### config.mk
export PLATFORM = sky130hd
export DESIGN_NAME = uart_tx_frame_sequencer
export DESIGN_NICKNAME = d
export VERILOG_FILES = /design/src/rtl/uart_tx_frame_sequencer.sv
export SDC_FILE = /design/constraint.sdc
export NUM_CORES = 1
export LEC_CHECK = 0
export BUFFER_PORTS_ARGS = -buffer_cell sky130_fd_sc_hd__buf_2
export CAP_MARGIN = 5
export CORE_ASPECT_RATIO = 1.1
export CORE_MARGIN = 2
export CORE_UTILIZATION = 35
export DETAILED_ROUTE_END_ITERATION = 7
export GPL_TIMING_DRIVEN = 0
export SYNTH_ARGS = -nofsm -noshare
export SYNTH_HDL_FRONTEND = slang
export SYNTH_SLANG_ARGS = --single-unit
### constraint.sdc
create_clock -name clk -period 4.2 [get_ports clk]
set_input_delay 0 -clock clk [delete_from_list [all_inputs] [get_ports clk]]
set_output_delay 0 -clock clk [all_outputs]
set_load 0.005 [all_outputs]
### src/rtl/uart_tx_frame_sequencer.sv
// Serialises a multi-byte result word into a UART frame: optional header, payload bytes, then an
// XOR checksum of the payload. Each byte gets one start pulse, paced by the transmitter's ready.
module uart_tx_frame_sequencer #(
  parameter int unsigned DATA_BYTES  = 2,
  parameter bit          SEND_HEADER = 1'b1,
  parameter logic [7:0]  HEADER_BYTE = 8'hA5,
  parameter bit          MSB_FIRST   = 1'b1,
  parameter int unsigned ACK_TIMEOUT = 8
) (
  input  logic                    clk,
  input  logic                    reset,
  input  logic [8*DATA_BYTES-1:0] result_data,
  input  logic                    result_valid,
  output logic                    result_ready,
  input  logic                    uart_tx_ready,
  output logic                    uart_tx_start,
  output logic [7:0]              uart_tx_data,
  output logic                    busy,
  output logic [7:0]              frame_count
);

  localparam int unsigned HdrLen   = SEND_HEADER ? 1 : 0;
  localparam int unsigned FrameLen = DATA_BYTES + HdrLen + 1;
  localparam int unsigned IdxW     = 3;
  localparam logic [IdxW-1:0] LastIdx = IdxW'(FrameLen - 1);
  // Loading Timeout-1 makes successive re-issued starts exactly ACK_TIMEOUT+1 cycles apart.
  localparam logic [15:0] AckLoad = (ACK_TIMEOUT > 0) ? 16'(ACK_TIMEOUT - 1) : 16'd0;

  typedef enum logic [2:0] {
    StIdle,
    StLoad,
    StSend,
    StWaitAck,
    StWaitDone
  } state_e;

  state_e                  state_q;
  logic [8*DATA_BYTES-1:0] shadow_q;
  logic [7:0]              csum_q;
  logic [IdxW-1:0]         idx_q;
  logic [15:0]             ack_cnt_q;
  logic                    is_payload_q;

  logic [7:0]  sel_byte;
  logic        sel_payload;
  int unsigned pos;
  int unsigned bi;

  // Byte for the current index: header, payload (ordered by MSB_FIRST), or running checksum.
  always_comb begin
    sel_byte    = csum_q;
    sel_payload = 1'b0;
    pos         = 0;
    bi          = 0;
    if (HdrLen != 0 && idx_q == '0) begin
      sel_byte = HEADER_BYTE;
    end else begin
      pos = 32'(idx_q) - HdrLen;
      if (pos < DATA_BYTES) begin
        sel_payload = 1'b1;
        bi = MSB_FIRST ? (DATA_BYTES - 1 - pos) : pos;
        for (int unsigned b = 0; b < DATA_BYTES; b++) begin
          if (b == bi) sel_byte = shadow_q[8*b +: 8];
        end
      end
    end
  end

  always_ff @(posedge clk or posedge reset) begin
    if (reset) begin
      state_q       <= StIdle;
      shadow_q      <= '0;
      csum_q        <= 8'h00;
      idx_q         <= '0;
      ack_cnt_q     <= 16'd0;
      is_payload_q  <= 1'b0;
      result_ready  <= 1'b0;
      uart_tx_start <= 1'b0;
      uart_tx_data  <= 8'h00;
      busy          <= 1'b0;
      frame_count   <= 8'h00;
    end else begin
      uart_tx_start <= 1'b0;
      unique case (state_q)
        StIdle: begin
          if (result_valid && result_ready) begin
            shadow_q     <= result_data;
            csum_q       <= 8'h00;
            idx_q        <= '0;
            busy         <= 1'b1;
            result_ready <= 1'b0;
            state_q      <= StLoad;
          end else begin
            result_ready <= 1'b1;
          end
        end
        StLoad: begin
          uart_tx_data <= sel_byte;
          is_payload_q <= sel_payload;
          state_q      <= StSend;
        end
        StSend: begin
          if (uart_tx_ready) begin
            uart_tx_start <= 1'b1;
            ack_cnt_q     <= AckLoad;
            state_q       <= StWaitAck;
          end
        end
        StWaitAck: begin
          if (!uart_tx_ready) begin
            state_q <= StWaitDone;
          end else if (ack_cnt_q == 16'd0) begin
            state_q <= StSend;
          end else begin
            ack_cnt_q <= ack_cnt_q - 16'd1;
          end
        end
        StWaitDone: begin
          if (uart_tx_ready) begin
            idx_q <= idx_q + IdxW'(1);
            if (is_payload_q) csum_q <= csum_q ^ uart_tx_data;
            if (idx_q == LastIdx) begin
              frame_count  <= frame_count + 8'd1;
              busy         <= 1'b0;
              result_ready <= 1'b1;
              state_q      <= StIdle;
            end else begin
              state_q <= StLoad;
            end
          end
        end
        default: state_q <= StIdle;
      endcase
    end
  end

endmodule
==> flow_metrics.py <==
metrics = {
    "clocking": {
        "cts_buffers": 9,
        "insertion_delay_ns": 0.35,
        "cts_tree": "built",
        "htree_levels": 3,
        "cts_sinks": 66,
        "clk_pin_slew_ns": 0.08,
        "cts.path.max_buffers": 2,
        "postCtsSetupBuffers": 0,
        "cts-root-buf": "clkbuf_8",
    },
    "routing": {
        "drcViolationCount": 0,
        "first_pass_iters": 4,
        "viasPerCell": 5.18,
        "wl_um": 7760,
        "wl_per_cell_um": 14.8,
        "drtIter0Drc": 105,
        "num_vias": 2716,
        "antenna_left": 0,
    },
    "critical_path": {
        "slowest_stage": "or4_4",
        "critPathLaunchType": "flip-flop",
        "arrival_ns": 3.24,
        "rrSetupSlack_ns": 1.24,
        "cp_slowest_stage_delay_ns": 0.58,
        "critical_path_required_ns": 4.48,
        "crit_top_cell": "ha_1",
        "endpoint_kind": "flip-flop",
        "path_max_fanout": 8,
        "timing_worst_setup_path_type": "reg -> reg",
        "worstPathCellList": "inv_1 -> ha_1 -> xnor2_1 -> ha_1 -> or4_4 -> a21oi_2 -> a211oi_1 -> o31ai_1 -> o221a_2",
    },
    "logic_synthesis": {
        "yosysMostFrequentCell": "dfrtp_1",
        "synthArstFlopShare_pct": 100,
        "ys.warnings.count": 0,
        "syn-cell-area_mm2": 0.00344,
        "synth-edff-count": 0,
        "synth_common_cells": "dfrtp_1, nand2_1, nor2_1",
        "seq_area_frac_synth_pct": 48.1,
        "synth-seq-cells": 66,
        "synth.top_cells.by_area": "dfrtp_1, xor2_1, mux2_2, nand2_1, nor2_1",
        "yosysTopAreaCellShare_pct": 48.1,
        "synth_flop_cell": "dfrtp_1",
        "syn_inst": 335,
        "synth_cell_types": 52,
        "synth_top_area_cell": "dfrtp_1",
        "synth_nets": 365,
        "avgSynthCellArea_um2": 10.3,
    },
    "sta": {
        "setup_slack_ns": 1.24,
        "worst_clock_skew_ns": 0.0122,
        "setup_violations": 0,
        "finalMaxSlewViolations": 0,
        "period_share_pct": 70.6,
        "finalCriticalPeriod_ns": 2.96,
        "slew_headroom_pct": 44.2,
        "setup_tns_ns": 0,
        "fmax_mhz": 337,
        "tightest_slew_ns": 0.836,
        "rsz0062_at_grt": "no",
        "hold_violations": 0,
    },
    "global_route": {
        "track_usage_pct": 15.8,
        "antenna_found_initial": 0,
        "grt_overflow_total": 0,
        "grt_max_degree": 39,
        "grt_pass1_wl_um": 13300,
        "first_global_vias": 2723,
    },
    "min_path": {
        "hold_path.class": "in -> reg",
    },
    "power": {
        "ir_worst_vdd_v": 0.000271,
        "leakagePower_uw": 0.00184,
        "power.density_mw_per_mm2": 571,
        "power.total_uw": 2370,
    },
    "placed_design": {
        "io_buffers": 38,
        "dp_hpwl_um": 5480,
        "dpl_worst_slack_ns": 1.28,
        "dp_cells": 491,
        "gp_congestion": 0.824,
    },
    "job": {
        "cap_violations": 0,
    },
    "finish": {
        "drive_gt1_share_pct": 23.8,
        "instances_no_fill": 524,
        "fillers": 913,
        "area_growth_syn_to_layout_pct": 21.0,
        "final_nets": 432,
        "antenna_cells": 0,
    },
    "floorplan": {
        "ios": 39,
        "core_area_mm2": 0.00944,
        "dieArea_mm2": 0.0106,
        "rows": 37,
        "start_util_pct": 36.4,
        "die_w_um": 98.5,
        "die_h_um": 108,
    },
    "run_status": {
        "status": "complete, no violations",
    },
}
-- power breakdown --
part | internal [uW] | switching (uW) | leakage [uW] | total, uW
Sequential | 779 | 117 | 0.000845 | 897
Combinational | 402 | 533 | 0.000893 | 935
Clock | 289 | 253 | 0.000103 | 542
-- state kept, by name, indices dropped and copies added, names as in the netlist --
register	flops
ack_cnt_q	16
shadow_q	16
csum_q	8
frame_count	8
uart_tx_data	8
idx_q	3
state_q	3
busy	1
is_payload_q	1
result_ready	1
uart_tx_start	1
-- layer usage --
metal / GRT usage (%) / share of wire, % / vias up
li1: - / - / 1333
met1: 21.4 / 48 / 1314
met2: 24.8 / 46 / 58
met3: 3.70 / 3.9 / 11
met4: 5.68 / 2.0 / 0
met5: 0 / 0 / -
-- timing repair --
action / in CTS / in global routing
endpoints found under the hold margin: 53 / 0
resized for setup: 0 / 0
hold buffers: 17 / 0
-- cell families after synthesis --
group	count (synthesis)	share of synthesized area, %
and+or+nand+nor	132	19.6
DFF	66	48.1
AOI/OAI and AO/OA	61	13.4
xor gates and xnor gates	28	7.14
buffers and inverters	22	2.95
muxes	16	5.24
adders and majority gates	10	3.64
-- placed cells by master (no fill, tap or decap), types with 4 or more instances in the layout --
master and count:
xor2_1 21, nor2_1 34, o22ai_1 5, a21oi_1 13
a2bb2oi_1 4, inv_1 8, dfrtp_1 66, ha_1 10
nand2_1 37, clkbuf_1 4, clkbuf_8 10, nor4_1 11
xnor2_1 7, nand4_1 7, o31ai_1 6, mux2_2 16
o21ai_0 12, nor3_1 9, buf_2 47, nand3_1 11
dlygate4sd3_1 17
-- cell type report --
type	count	area (um2)	share of cell area [%]
clock buffers	11	141	3.40
inverters	9	33.8	0.813
multi-input cells	247	1680	40.5
plain buffers	13	67.6	1.63
flip-flops and latches	66	1650	39.7
repair buffers	56	380	9.15
clock inverters	5	53.8	1.29
well taps	117	146	3.52
-- path summary, 6_finish.rpt --
kind / start / end / cells past startpoint
max: idx_q[0] / uart_tx_data[7] / 9
min: uart_tx_ready / state_q[2] / 3
max reg2reg: idx_q[0] / uart_tx_data[7] / 9
min reg2reg: frame_count[7] / frame_count[7] / 1
max in group asynchronous: reset / shadow_q[14] / 4
min in group asynchronous: reset / uart_tx_start / 3
-- critical path: cells and delay by family, from the launching register on --
| family | cells | cell delay, ns |
|---|---|---|
| fa+ha+maj | 2 | 0.54 |
| xor+xnor | 1 | 0.15 |
| flops | 1 | 0.52 |
| compound gates | 4 | 0.94 |
| simple gates | 1 | 0.58 |
| buf+inv | 1 | 0.16 |
-- metrics by stage --
| step | hold slack, ns | util, % | cell area [um2] |
|---|---|---|---|
| 3_5_place_dp | 0.218 | 40.2 | 3790 |
| 5_1_grt | 0.0593 | 44.0 | 4160 |
| 3_3_place_gp | 0.232 | 39.9 | 3770 |
| 6_report | 0.0391 | 44.0 | 4160 |
| 4_1_cts | 0.0267 | 44.0 | 4160 |
| 2_1_floorplan | 0.152 | - | 3440 |
Power figures use the tool's default switching activity.
